==> config.mk <==
export PLATFORM = sky130hd
export DESIGN_NAME = sd_card_sec_ctrl
export DESIGN_NICKNAME = d
export VERILOG_FILES = /design/src/rtl/sd_card_sec_ctrl.sv
export SDC_FILE = /design/constraint.sdc
export NUM_CORES = 1
export LEC_CHECK = 0
export CORE_UTILIZATION = 28
export CTS_BUF_LIST = sky130_fd_sc_hd__clkbuf_4 sky130_fd_sc_hd__clkbuf_8
export CTS_CLUSTER_SIZE = 10
export DETAILED_ROUTE_END_ITERATION = 12
export SYNTH_ARGS = -nofsm -noshare
export SYNTH_HDL_FRONTEND = slang
export SYNTH_SLANG_ARGS = --single-unit
==> constraint.sdc <==
create_clock -name sys_clk -period 6.8 [get_ports sys_clk]
set_input_delay 0.68 -clock sys_clk [delete_from_list [all_inputs] [get_ports sys_clk]]
set_output_delay 0.68 -clock sys_clk [all_outputs]
set_load 0.005 [all_outputs]
==> src/rtl/sd_card_sec_ctrl.sv <==
// SPI-mode SD card sequencer: power-up, CMD0/CMD8/ACMD41 init, then
// single-sector CMD17/CMD24 transfers through the sd_card_cmd engine.
module sd_card_sec_ctrl #(
   parameter int PWR_UP_CYCLES = 5000,
   parameter int CMD0_RETRY    = 8,
   parameter int ACMD41_RETRY  = 1023
) (
   input  logic        sys_clk,
   input  logic        rst,
   output logic        cmd_req,
   input  logic        cmd_req_ack,
   input  logic        cmd_req_error,
   output logic [47:0] cmd,
   output logic [7:0]  cmd_r1,
   output logic [15:0] cmd_data_len,
   output logic        block_read_req,
   input  logic        block_read_req_ack,
   output logic        block_write_req,
   input  logic        block_write_req_ack,
   input  logic        sd_sec_read,
   input  logic [31:0] sd_sec_read_addr,
   output logic        sd_sec_read_end,
   input  logic        sd_sec_write,
   input  logic [31:0] sd_sec_write_addr,
   output logic        sd_sec_write_end,
   output logic        sd_init_done,
   output logic        sd_busy,
   output logic        sd_error
);

   localparam int PW   = (PWR_UP_CYCLES > 1) ? $clog2(PWR_UP_CYCLES) : 1;
   localparam int C0W  = $clog2(CMD0_RETRY + 1);
   localparam int A41W = $clog2(ACMD41_RETRY + 1);

   typedef enum logic [3:0] {
      S_PWR,
      S_CMD0,
      S_CMD8,
      S_CMD55,
      S_ACMD41,
      S_READY,
      S_RD_CMD,
      S_RD_DATA,
      S_RD_END,
      S_WR_CMD,
      S_WR_DATA,
      S_WR_END,
      S_ERR
   } state_t;

   state_t           state, state_nxt;
   logic [PW-1:0]    pwr_cnt, pwr_cnt_nxt;
   logic [C0W-1:0]   cmd0_cnt, cmd0_cnt_nxt;
   logic [A41W-1:0]  a41_cnt, a41_cnt_nxt;
   logic [31:0]      addr, addr_nxt;
   logic [47:0]      cmd_nxt;
   logic [7:0]       cmd_r1_nxt;
   logic [15:0]      cmd_data_len_nxt;
   logic             cmd_req_nxt;
   logic             block_read_req_nxt;
   logic             block_write_req_nxt;
   logic             rd_end_nxt;
   logic             wr_end_nxt;
   logic             init_done_nxt;
   logic             busy_nxt;
   logic             error_nxt;

   logic cmd_ack;
   logic cmd_ok;
   logic cmd_bad;
   logic rd_ack;
   logic wr_ack;

   // acks only count while the matching request is actually up
   assign cmd_ack = cmd_req & cmd_req_ack;
   assign cmd_ok  = cmd_ack & ~cmd_req_error;
   assign cmd_bad = cmd_ack & cmd_req_error;
   assign rd_ack  = block_read_req & block_read_req_ack;
   assign wr_ack  = block_write_req & block_write_req_ack;

   always_ff @(posedge sys_clk) begin
      if (rst) begin
         state           <= S_PWR;
         pwr_cnt         <= '0;
         cmd0_cnt        <= '0;
         a41_cnt         <= '0;
         addr            <= '0;
         cmd             <= '0;
         cmd_r1          <= '0;
         cmd_data_len    <= '0;
         cmd_req         <= 1'b0;
         block_read_req  <= 1'b0;
         block_write_req <= 1'b0;
         sd_sec_read_end <= 1'b0;
         sd_sec_write_end <= 1'b0;
         sd_init_done    <= 1'b0;
         sd_busy         <= 1'b1;
         sd_error        <= 1'b0;
      end else begin
         state           <= state_nxt;
         pwr_cnt         <= pwr_cnt_nxt;
         cmd0_cnt        <= cmd0_cnt_nxt;
         a41_cnt         <= a41_cnt_nxt;
         addr            <= addr_nxt;
         cmd             <= cmd_nxt;
         cmd_r1          <= cmd_r1_nxt;
         cmd_data_len    <= cmd_data_len_nxt;
         cmd_req         <= cmd_req_nxt;
         block_read_req  <= block_read_req_nxt;
         block_write_req <= block_write_req_nxt;
         sd_sec_read_end <= rd_end_nxt;
         sd_sec_write_end <= wr_end_nxt;
         sd_init_done    <= init_done_nxt;
         sd_busy         <= busy_nxt;
         sd_error        <= error_nxt;
      end
   end

   always_comb begin
      state_nxt    = state;
      pwr_cnt_nxt  = pwr_cnt;
      cmd0_cnt_nxt = cmd0_cnt;
      a41_cnt_nxt  = a41_cnt;
      addr_nxt     = addr;
      unique case (state)
         S_PWR: begin
            if (pwr_cnt == PW'(PWR_UP_CYCLES - 1))
               state_nxt = S_CMD0;
            else
               pwr_cnt_nxt = pwr_cnt + 1'b1;
         end
         S_CMD0: begin
            if (cmd_ok) begin
               state_nxt = S_CMD8;
            end else if (cmd_bad) begin
               if (cmd0_cnt != C0W'(CMD0_RETRY))
                  cmd0_cnt_nxt = cmd0_cnt + 1'b1;
               if (cmd0_cnt_nxt == C0W'(CMD0_RETRY))
                  state_nxt = S_ERR;
            end
         end
         S_CMD8: begin
            if (cmd_ok)
               state_nxt = S_CMD55;
            else if (cmd_bad)
               state_nxt = S_ERR;
         end
         S_CMD55: begin
            if (cmd_ok)
               state_nxt = S_ACMD41;
            else if (cmd_bad)
               state_nxt = S_ERR;
         end
         S_ACMD41: begin
            if (cmd_ok) begin
               state_nxt = S_READY;
            end else if (cmd_bad) begin
               if (a41_cnt != A41W'(ACMD41_RETRY))
                  a41_cnt_nxt = a41_cnt + 1'b1;
               if (a41_cnt_nxt == A41W'(ACMD41_RETRY))
                  state_nxt = S_ERR;
               else
                  state_nxt = S_CMD55;
            end
         end
         S_READY: begin
            if (sd_sec_read) begin
               addr_nxt  = sd_sec_read_addr;
               state_nxt = S_RD_CMD;
            end else if (sd_sec_write) begin
               addr_nxt  = sd_sec_write_addr;
               state_nxt = S_WR_CMD;
            end
         end
         S_RD_CMD: begin
            if (cmd_ok)
               state_nxt = S_RD_DATA;
            else if (cmd_bad)
               state_nxt = S_READY;
         end
         S_RD_DATA: begin
            if (rd_ack)
               state_nxt = S_RD_END;
         end
         S_RD_END: state_nxt = S_READY;
         S_WR_CMD: begin
            if (cmd_ok)
               state_nxt = S_WR_DATA;
            else if (cmd_bad)
               state_nxt = S_READY;
         end
         S_WR_DATA: begin
            if (wr_ack)
               state_nxt = S_WR_END;
         end
         S_WR_END: state_nxt = S_READY;
         S_ERR:    state_nxt = S_ERR;
         default:  state_nxt = S_PWR;
      endcase
   end

   // outputs are registered from the next state so they line up with entry
   always_comb begin
      cmd_nxt          = cmd;
      cmd_r1_nxt       = cmd_r1;
      cmd_data_len_nxt = cmd_data_len;
      cmd_req_nxt      = 1'b0;
      case (state_nxt)
         S_CMD0: begin
            cmd_nxt          = {8'h00, 32'h0000_0000, 8'h95};
            cmd_r1_nxt       = 8'h01;
            cmd_data_len_nxt = 16'd0;
            cmd_req_nxt      = ~cmd_ack;
         end
         S_CMD8: begin
            cmd_nxt          = {8'h08, 32'h0000_01AA, 8'h87};
            cmd_r1_nxt       = 8'h01;
            cmd_data_len_nxt = 16'd4;
            cmd_req_nxt      = ~cmd_ack;
         end
         S_CMD55: begin
            cmd_nxt          = {8'h37, 32'h0000_0000, 8'hFF};
            cmd_r1_nxt       = 8'h01;
            cmd_data_len_nxt = 16'd0;
            cmd_req_nxt      = ~cmd_ack;
         end
         S_ACMD41: begin
            cmd_nxt          = {8'h29, 32'h4000_0000, 8'hFF};
            cmd_r1_nxt       = 8'h00;
            cmd_data_len_nxt = 16'd0;
            cmd_req_nxt      = ~cmd_ack;
         end
         S_RD_CMD: begin
            cmd_nxt          = {8'h11, addr_nxt, 8'hFF};
            cmd_r1_nxt       = 8'h00;
            cmd_data_len_nxt = 16'd0;
            cmd_req_nxt      = ~cmd_ack;
         end
         S_WR_CMD: begin
            cmd_nxt          = {8'h18, addr_nxt, 8'hFF};
            cmd_r1_nxt       = 8'h00;
            cmd_data_len_nxt = 16'd0;
            cmd_req_nxt      = ~cmd_ack;
         end
         default: ;
      endcase
      block_read_req_nxt  = (state_nxt == S_RD_DATA);
      block_write_req_nxt = (state_nxt == S_WR_DATA);
      rd_end_nxt          = (state_nxt == S_RD_END);
      wr_end_nxt          = (state_nxt == S_WR_END);
      init_done_nxt       = (state_nxt == S_READY)   ||
                            (state_nxt == S_RD_CMD)  ||
                            (state_nxt == S_RD_DATA) ||
                            (state_nxt == S_RD_END)  ||
                            (state_nxt == S_WR_CMD)  ||
                            (state_nxt == S_WR_DATA) ||
                            (state_nxt == S_WR_END);
      busy_nxt            = (state_nxt != S_READY);
      error_nxt           = sd_error | (state_nxt == S_ERR);
   end

endmodule

Word-level counts from Yosys, hierarchy flattened
Index checks and enable logic that the tools add are counted.
{"block": "word_totals", "reg_bits": 143, "out_inout_bits": 80, "elab_cells": 111}
{"block": "classes", "n_reduce_logical": 19, "addsub": 3, "muxes": 32, "eq_ne": 30, "bitwise_logic": 11}
{"cell": "$pmux W48 S6", "n": 1}
{"cell": "$mux W32", "n": 3}
{"cell": "$mux W4", "n": 21}
{"cell": "$pmux W4 S12", "n": 1}
{"cell": "$eq A4 B4 Y1 const B", "n": 11}
{"cell": "$mux W10", "n": 4}
{"cell": "$eq A4 B3 Y1 const B", "n": 8}
{"cell": "$pmux W16 S2", "n": 1}
{"cell": "$eq A4 B2 Y1 const B", "n": 4}
{"cell": "$pmux W8 S2", "n": 1}
{"cell": "$add A13 B1 Y13 const B", "n": 1}
{"cell": "$eq A13 B13 Y1 const B", "n": 1}
{"cell": "$add A10 B1 Y10 const B", "n": 1}
{"cell": "$eq A10 B10 Y1 const B", "n": 1}
{"cell": "$ne A10 B10 Y1 const B", "n": 1}
{"cell": "$eq A4 B1 Y1 const B", "n": 2}
{"cell": "$logic_or A1 B1 Y1", "n": 6}
{"cell": "$reduce_and A3 Y1", "n": 2}
{"cell": "$reduce_bool A6 Y1", "n": 1}
{"cell": "$reduce_or A3 Y1", "n": 2}
{"cell": "$reduce_or A6 Y1", "n": 1}
{"cell": "$and A1 B1 Y1", "n": 5}
{"cell": "$not A1 Y1", "n": 5}
{"cell": "$reduce_or A5 Y1", "n": 1}
{"cell": "8 further kinds", "n": 10}

Logic depth before layout (Yosys ltp)
Gate-level depths: netlist of the first run.
{"block": "depth", "ltp_word": 17, "depth_mapped": 12}

Worst setup path after synthesis of the first run
No wires, ideal clock.
{"block": "synth_timing", "path_type": "input-to-reg", "from": "in cmd_req_error", "to": "reg cmd[20]", "required_ns": 6.683, "arrival_time_ns": 2.838, "path_buffers": 2, "setup_time_ns": 0.117, "cell_stages": 10, "slack_ns": 3.845, "cell_sequence": "and3_1 clkbuf_1 a32o_1 a31oi_1 nand3_1 o31a_2 or3_4 nor3b_4 buf_6 a22o_1"}
{"block": "synth_via", "elab_chain_len": 6}
{"item": "from (decl)", "line_no": "12", "rtl": "input logic cmd_req_error,"}
{"item": "$and A1 B1 Y1 / $not A1 Y1 (equally long branches)", "line_no": "77, 76"}
{"item": "$mux W4 (tied with other cells)", "line_no": "178, 189"}
{"item": "$mux W4 (tied with other cells)", "line_no": "187", "rtl": "if (cmd_ok)"}
{"item": "$pmux W4 S12 *", "line_no": "125", "rtl": "unique case (state)"}
{"item": "$eq A4 B4 Y1 (tied with other cells)", "line_no": "208", "rtl": "case (state_nxt)"}
{"item": "$pmux W48 S6 / $reduce_bool A6 Y1 (equally long branches)"}
{"item": "to (signal assigned)", "line_no": "105", "rtl": "cmd <= cmd_nxt;"}
{"item": "to (decl)", "line_no": "13", "rtl": "output logic [47:0] cmd,"}
Every way passes the cells marked *; elsewhere a longest branch is shown, timed or not. The select of a mux whose other input is x is not followed.
A chain may end at the register's enable or synchronous reset.

Final worst setup path of the first run
{"block": "layout_timing", "from": "reg a41_cnt[0]", "to": "reg cmd[44]"}
{"block": "layout_via", "elab_chain_len": 12}
{"item": "from (decl)", "line_no": "54", "rtl": "logic [A41W-1:0] a41_cnt, a41_cnt_nxt;"}
{"item": "from (signal assigned)", "line_no": "103", "rtl": "a41_cnt <= a41_cnt_nxt;"}
{"item": "$add A10 B1 Y10 / $ne A10 B10 Y1 (equally long branches)", "line_no": "159, 158"}
{"item": "$mux W10 *", "line_no": "158", "rtl": "if (a41_cnt != A41W'(ACMD41_RETRY))"}
{"item": "$mux W10 *", "line_no": "157", "rtl": "end else if (cmd_bad) begin"}
{"item": "$mux W10 *", "line_no": "155", "rtl": "if (cmd_ok) begin"}
{"item": "$mux W10 *", "line_no": "125"}
{"item": "$eq A10 B10 Y1 *", "line_no": "160", "rtl": "if (a41_cnt_nxt == A41W'(ACMD41_RETRY))"}
{"item": "$mux W4 *", "line_no": "160"}
{"item": "$mux W4 *", "line_no": "157"}
{"item": "$mux W4 *", "line_no": "155"}
{"item": "$pmux W4 S12 *", "line_no": "125"}
{"item": "$eq A4 B4 Y1 (tied with other cells)", "line_no": "208"}
{"item": "$pmux W48 S6 / $reduce_bool A6 Y1 (equally long branches)"}
Marked as above.

==> impl_metrics.json, run 1 <==
{
  "startpoint_type": "register",
  "syn_to_final_growth_pct": 30.16,
  "clkSlewWorstSetupHoldPaths_ns": 0.07,
  "p_leak_nw": 2.677,
  "seq_area_frac_synth_pct": 40.71,
  "drive_above_1_share_pct": 7.848,
  "antenna_found_initial": 0,
  "grtUsageTotal_pct": 15.20,
  "setup_ws_ns": 2.849,
  "die_x_um": 143.5,
  "drt-initial-drc-count": 356,
  "synth_flop_cell": "dfxtp_1",
  "dp_hpwl_um": 10650,
  "wl_per_cell_um": 15.01,
  "vias_per_cell": 4.856,
  "drc": 0,
  "finalSetupViolCount": 0,
  "drt-total-wl_um": 15070,
  "grt_first_pass_wirelength_um": 24080,
  "grt_pass1_vias": 4577,
  "worstPathRequired_ns": 7.17,
  "num_vias": 4875,
  "nets": 802,
  "numCtsBuffers": 17,
  "hold_path.class": "reg2reg",
  "synth_area_leaders": "dfxtp_1, nor2_1, mux2i_1",
  "power_density_nw_per_um2": 190.4,
  "cp_slowest_stage_delay_ns": 0.94,
  "post_cts_resize_count": 0,
  "pin_count": 152,
  "hold_buffers": 0,
  "fin_crit_ns": 3.951,
  "clock.fmax_ghz": 0.2531,
  "port_buffers": 127,
  "layout_common_cells": "clkdlybuf4s50_1, dfxtp_1, nor2_1",
  "layout_commonest_cell": "clkdlybuf4s50_1",
  "ctsLongestPathBuffers": 2,
  "synth_cell_types": 74,
  "syn-instance-count": 625,
  "dr.pass1.iters": 5,
  "rsz0062_at_grt": "false",
  "tightestPinTransition_ns": 1.150,
  "yosysTopAreaCellShare_pct": 40.71,
  "die_h_um": 143.5,
  "crit_slowest_cell": "nor3b_4",
  "ant_nets": 0,
  "ctsHtreeMaxLevel": 4,
  "yosysTopAreaCell": "dfxtp_1",
  "antenna_cells": 0,
  "clk-insertion-delay-late_ns": 0.43,
  "cp-end-kind": "register",
  "ir_worst_vdd_v": 0.0001013,
  "synth_edf_count": 0,
  "netlist_area_um2": 5605,
  "crit_chain": "ha_1 > nand3_1 > or4_1 > a32o_2 > nor4b_4 > o31a_2 > or3_4 > nor3b_4 > a221o_1",
  "pre_cts_slack_ns": 2.558,
  "root_buffer": "clkbuf_8",
  "overflow": 0,
  "slew_viol_final": 0,
  "slew_headroom_pct": 23.27,
  "cts_setup_buffers": 0,
  "coreArea_um2": 19530,
  "rows": 51,
  "cts.sinks": 114,
  "cts_tree": "built",
  "final.setup.tns_ns": 0,
  "async_flop_share_pct": 0,
  "period_share_pct": 58.10,
  "cp_max_fo": 27,
  "skew_ns": 0.01780,
  "path_class": "reg2reg",
  "synth-seq-cells": 114,
  "status": "complete, no violations",
  "hold_viol_final": 0,
  "grt_max_degree": 68,
  "avgSynthCellArea_um2": 8.969,
  "dieArea_um2": 20590,
  "arrival_ns": 4.32,
  "ys.warnings.count": 0,
  "post-route-util_pct": 37.36,
  "max_cap_violations": 0,
  "globalplace.congestion": 0.8332,
  "initial_core_util_pct": 28.71
}
[critical path, delay by kind of cell (launching register included)]
kind	cells	cell delay, ns
adder cells (fa/ha/maj)	1	0.34
AND/OR/NAND/NOR	5	2.07
flip-flops	1	0.50
AO/OA/AOI/OAI	3	0.97
[cells by family (layout without fill, tap and decap cells)]
group	after synthesis	in the layout	share of synthesized area (%)
xor+xnor	16	16	2.500
other cells	1	24	0.06690
mux	30	30	5.379
fa+ha+maj	4	4	0.8929
compound gates	157	157	21.14
buf+inv	76	167	7.701
flops	114	114	40.71
simple gates	227	227	21.61
[synth_stat cells (3+ instances only)]
cell       number
buf_4          32
o221a_2         5
nand2b_1        8
a32oi_1         4
nor4bb_1        4
o21ai_0        18
o2111ai_1       4
o211a_1         3
nor3_1          6
and3_1         10
nor2b_1        13
a211oi_1       29
a21oi_1        20
a31oi_1         9
a22o_1         27
nand4_1         6
nor3b_1         3
ha_1            4
nand2_1        31
nand3_1        27
and2_1         13
and3b_1         3
xnor2_1         6
o21a_1          4
inv_1           7
or3_1           3
nor4_1          3
mux2i_1        29
o211ai_1        4
a22oi_1         6
xor2_1         10
buf_2           8
clkbuf_1       26
dfxtp_1       114
nor2_1         78
[final timing paths]
kind | from | endpoint | slack [ns] | cells past startpoint
worst max-delay path | a41_cnt[0] | cmd[44] | 2.85 | 9
worst min-delay path | cmd[32] | cmd[32] | 0.48 | 1
worst min register to register | cmd[32] | cmd[32] | 0.48 | 1
worst max register to register | a41_cnt[0] | cmd[44] | 2.85 | 9
[through the flow]
stage / cells / hold slack [ns] / instance area [µm²] / total power, mW
2_1_floorplan: 648 / 0.4604 / 5692 / 0.7277
3_3_place_gp: 972 / 0.4621 / 6894 / 0.7680
3_5_place_dp: 972 / 0.4635 / 6894 / 0.7681
4_1_cts: 1004 / 0.4872 / 7296 / 1.407
5_1_grt: 1004 / 0.5072 / 7296 / 1.447
6_report: 1004 / 0.4792 / 7296 / 1.389
[final cells by class]
| cell class | count | area (µm²) |
|---|---|---|
| fill | 2036 | 12230 |
| multi-input combinational | 458 | 2985 |
| sequential | 114 | 2282 |
| timing repair buffer | 128 | 1269 |
| tap | 265 | 331.6 |
| clock buffer | 18 | 247.7 |
| clock inverter | 14 | 153.9 |
| inverter | 7 | 26.28 |
[metal layers]
metal,wire (µm),part of all wire (%),global-route usage (%),vias to the layer above
met3,1262,8.4,5.165,13
met2,6811,45,23.10,190
met5,0,0,0,-
met4,168,1.1,5.655,0
li1,-,-,-,2439
met1,6824,45,19.76,2233
[report_power, final]
| group | switching [mW] | leakage [nW] | internal, mW |
|---|---|---|---|
| clock network | 0.298 | 0.196 | 0.340 |
| registers | 0.00198 | 0.918 | 0.669 |
| logic | 0.0349 | 1.56 | 0.0463 |
| total | 0.335 | 2.68 | 1.05 |
[registers in the layout, summed over array words and instances, names as in the netlist, 4 cells and up]
name	count
cmd	41
addr	32
cmd0_cnt	4
state	4
a41_cnt	10
pwr_cnt	13
Note: power is estimated with default switching activity, not from simulation.
==> inputs of run 2 (changes only) <==
- clock period: 6.8 -> 3.5 ns (I/O delays scaled with it)
==> impl_metrics.json, run 2 (synthesis results as in run 1) <==
{
  "dr.pass1.iters": 5,
  "final.setup.tns_ns": 0,
  "regArea_um2": 2282,
  "fin_cells": 1019,
  "grt_first_pass_wirelength_um": 24210,
  "largest_reg_flops": 41,
  "path_class": "reg2reg",
  "cp_max_fo": 26,
  "grt_max_degree": 51,
  "multi_input_area_um2": 2999,
  "nets": 818,
  "initial_core_util_pct": 28.71,
  "cp-end-kind": "register",
  "drc": 0,
  "die_h_um": 143.5,
  "post_cts_resize_count": 0,
  "largestRegisters": "cmd x41, addr x32, pwr_cnt x13",
  "cts.sinks": 114,
  "clkSlewWorstSetupHoldPaths_ns": 0.08,
  "n_fill_cell": 1978,
  "rsz0062_at_grt": "false",
  "max_cap_violations": 0,
  "grtUsageTotal_pct": 15.32,
  "slew_headroom_pct": 55.08,
  "layout_commonest_cell": "clkdlybuf4s50_1",
  "antenna_found_initial": 0,
  "fin_crit_ns": 3.218,
  "numCtsBuffers": 17,
  "finalSetupViolCount": 0,
  "slew_viol_final": 0,
  "overflow": 0,
  "p_leak_nw": 2.809,
  "cts_tree": "built",
  "startpoint_type": "register",
  "port_buffers": 127,
  "period_share_pct": 91.94,
  "antenna_cells": 0,
  "grt_pass1_vias": 4639,
  "tightestPinTransition_ns": 0.6724,
  "power_density_nw_per_um2": 394.5,
  "root_buffer": "clkbuf_8",
  "coreArea_um2": 19530,
  "status": "complete, no violations",
  "pin_count": 152,
  "drt-initial-drc-count": 286,
  "layout_common_cells": "clkdlybuf4s50_1, dfxtp_1, nor2_1",
  "drive_above_1_share_pct": 9.814,
  "num_vias": 4911,
  "dpl_cell_area_um2": 7052,
  "rows": 51,
  "final_cell_area_um2": 7550,
  "power.total_mw": 2.978,
  "dieArea_um2": 20590,
  "ctsLongestPathBuffers": 2,
  "placed_cells": 988,
  "drt-total-wl_um": 15010,
  "ctsHtreeMaxLevel": 4,
  "vias_per_cell": 4.819,
  "ant_nets": 0,
  "globalplace.congestion": 0.8703,
  "dp_hpwl_um": 10990,
  "skew_ns": 0.01352,
  "clk-insertion-delay-late_ns": 0.43,
  "top_register": "cmd",
  "die_x_um": 143.5,
  "cts_setup_buffers": 0,
  "hold_buffers": 0,
  "worstPathRequired_ns": 3.82,
  "ir_worst_vdd_v": 0.0002163,
  "arrival_ns": 3.54,
  "hold_path.class": "in2reg",
  "wl_per_cell_um": 14.73,
  "clock.fmax_ghz": 0.3108,
  "syn_to_final_growth_pct": 34.69,
  "hold_viol_final": 0
}
==> run 2: cell types whose count changed in the layout (fill, tap and decap cells not counted), sizes merged <==
cell / previous run / this run
clkinvlp: 3 / 0
clkbuf: 18 / 17
buf: 3 / 19
bufinv: 2 / 6
clkinv: 5 / 4
==> run 2: final timing paths <==
path                                    to     start  depth (start not counted)  slack [ns]
worst max-delay path                cmd[8]  state[3]                          9        0.28
worst min-delay path            a41_cnt[2]       rst                          2        0.44
worst max register to register      cmd[8]  state[3]                          9        0.28
worst min register to register     cmd[18]   cmd[18]                          1        0.48
==> run 2: routing by layer <==
metal / track usage (%) / wire (µm) / vias to the layer above
li1: - / - / 2478
met1: 19.76 / 6851 / 2239
met2: 24.04 / 6759 / 179
met3: 5.765 / 1293 / 15
met4: 3.583 / 109 / 0
met5: 0 / 0 / -
==> run 2: worst max-delay path, stage by stage, from the launching register on <==
cell	delay, ns
dfxtp_1	0.57
nor2b_1	0.26
a32oi_1	0.36
a21boi_1	0.24
nand3_1	0.19
o31a_2	0.46
or3_4	0.44
nor3b_4	0.18
buf_12	0.16
a22o_1	0.23
==> run 2: power by group <==
part | switching, mW | internal [mW]
registers | 0.00412 | 1.30
logic | 0.0688 | 0.0942
clock network | 0.583 | 0.929
==> run 2: layout make-up <==
class                   count  share of cell area [%]
clock buffers              17                   3.099
clock inverters            14                   3.315
inverters                   7                  0.3480
multi-input cells         458                   39.72
flip-flops and latches    114                   30.23
well taps                 265                   4.392
repair buffers            144                   18.89
==> run 2: per-stage QoR <==
step	setup WS (ns)	utilization, %	hold WS, ns
finish	0.2820	38.66	0.4386
CTS	0.2589	38.59	0.4020
floorplan	0.6788	-	0.4604
global route	0.06527	38.66	0.4486
detailed placement	0.2414	36.11	0.4647
global placement	0.2633	36.11	0.4623
==> inputs of run 3 (changes only) <==
- CELL_PAD_IN_SITES_DETAIL_PLACEMENT: default -> 1
- CELL_PAD_IN_SITES_GLOBAL_PLACEMENT: default -> 1
- GPL_TIMING_DRIVEN: default -> 0
- PLACE_DENSITY_LB_ADDON: default -> 0.1
- TNS_END_PERCENT: default -> 20
==> impl_metrics.json, run 3 (synthesis results as in run 1) <==
{
  "wl_per_cell_um": 16.72,
  "antenna_found_initial": 0,
  "cts_tree": "built",
  "drc": 0,
  "final_cell_area_um2": 7735,
  "pre_cts_slack_ns": -0.4399,
  "dp_hpwl_um": 13690,
  "layout_common_cells": "clkdlybuf4s50_1, dfxtp_1, nor2_1",
  "dpl_cell_area_um2": 7295,
  "ant_nets": 0,
  "coreArea_um2": 19530,
  "ctsLongestPathBuffers": 2,
  "layout_commonest_cell": "clkdlybuf4s50_1",
  "fin_crit_ns": 3.352,
  "placed_cells": 1040,
  "clk-insertion-delay-late_ns": 0.44,
  "dr.pass1.iters": 4,
  "cp_slowest_stage_delay_ns": 0.43,
  "numCtsBuffers": 17,
  "slew_headroom_pct": 44.31,
  "top_layer": "met4",
  "grtUsageTotal_pct": 17.84,
  "ctsHtreeMaxLevel": 4,
  "pin_count": 152,
  "wl_met2_um": 8788,
  "status": "complete, no violations",
  "fin_cells": 1074,
  "nets": 872,
  "slew_viol_final": 0,
  "initial_core_util_pct": 28.71,
  "clock.fmax_ghz": 0.2983,
  "cpLargestDelayFamily": "compound AO/OA/AOI/OAI gates",
  "grt_first_pass_wirelength_um": 28230,
  "tightestPinTransition_ns": 0.8354,
  "ir_worst_vdd_v": 0.0001989,
  "die_x_um": 143.5,
  "hold_buffers": 0,
  "startpoint_type": "register",
  "power.total_mw": 2.690,
  "antenna_cells": 0,
  "met1_length_um": 7928,
  "path_class": "reg2reg",
  "top_register": "cmd",
  "n_fill_cell": 2319,
  "globalplace.congestion": 0.8195,
  "finalSetupViolCount": 0,
  "arrival_ns": 3.68,
  "rows": 51,
  "drt-initial-drc-count": 233,
  "cp_max_fo": 10,
  "setup_ws_ns": 0.1481,
  "clkSlewWorstSetupHoldPaths_ns": 0.08,
  "skew_ns": 0.01645,
  "reg2reg_setup_slack_ns": 0.15,
  "largest_reg_flops": 41,
  "largestRegisters": "cmd x41, addr x32, pwr_cnt x13",
  "grt_pass1_vias": 5314,
  "power_density_nw_per_um2": 347.8,
  "crit_chain": "inv_1 > ha_1 > nor4bb_1 > a211oi_1 > o31a_1 > nand3_1 > o31a_4 > or3_4 > nor3b_4 > buf_6 > a22o_1",
  "dieArea_um2": 20590,
  "p_leak_nw": 2.933,
  "worstPathRequired_ns": 3.83,
  "period_share_pct": 95.77,
  "critPathBufInv": 2,
  "post-route-util_pct": 39.61,
  "root_buffer": "clkbuf_8",
  "cp-end-kind": "register",
  "syn_to_final_growth_pct": 37.99,
  "drive_above_1_share_pct": 12.86,
  "port_buffers": 127,
  "hold_viol_final": 0,
  "cts.sinks": 114,
  "max_cap_violations": 0,
  "wl_met3_um": 983,
  "die_h_um": 143.5,
  "hold_path.class": "reg2reg",
  "drt-total-wl_um": 17960,
  "num_vias": 5237,
  "overflow": 0,
  "grt_max_degree": 17,
  "vias_per_cell": 4.876,
  "crit_slowest_cell": "o31a_4"
}
## run 3: changes by cell type in the layout (fill, tap and decap cells not counted), moves of 3 or more
cell,before,now
clkinvlp_4,0,5
buf_2,2,6
buf_4,14,34
buf_12,3,0
bufinv_16,6,1
clkbuf_2,0,3
clkbuf_1,0,24
## run 3: final cells by class
type | count | area, µm² | share of cell area, %
Buffer | 69 | 412.9 | 5.338
Multi-Input combinational cell | 458 | 3013 | 38.95
Clock inverter | 15 | 148.9 | 1.925
Inverter | 7 | 26.28 | 0.3397
Sequential cell | 114 | 2282 | 29.51
Tap cell | 265 | 331.6 | 4.287
Clock buffer | 17 | 234.0 | 3.025
Timing Repair Buffer | 129 | 1286 | 16.63
## run 3: final timing paths
check / from / to / cells after the start
setup / recovery: cmd0_cnt[0] / cmd[35] / 11
setup reg to reg: cmd0_cnt[0] / cmd[35] / 11
hold reg to reg: cmd[39] / cmd[39] / 1
hold / removal: cmd[39] / cmd[39] / 1
## run 3: routing by layer
| layer | vias up | track usage (%) |
|---|---|---|
| met5 | - | 0 |
| met4 | 0 | 6.159 |
| met3 | 18 | 4.565 |
| met2 | 118 | 30.68 |
| met1 | 2521 | 21.43 |
| li1 | 2580 | - |
## run 3: metrics by stage
| step | hold WS (ns) | setup TNS, ns |
|---|---|---|
| final | 0.4868 | 0 |
| after detailed placement | 0.4624 | -13.28 |
| after global placement | 0.4606 | -15.03 |
| after floorplan | 0.4604 | 0 |
| after CTS | 0.4900 | 0 |
| after global routing | 0.5106 | -0.02105 |
## run 3: report_power, final
part	internal (mW)	switching, mW	total, mW
Clock	0.577	0.617	1.19
Sequential	1.30	0.00379	1.30
Combinational	0.114	0.0787	0.192
## run 3: timing repair
action | CTS | global route
pin swaps | 0 | 1
resized for setup | 1 | 10
setup endpoints to repair | 1 | 25
endpoints found under the hold margin | 0 | 0
setup buffers | 0 | 2
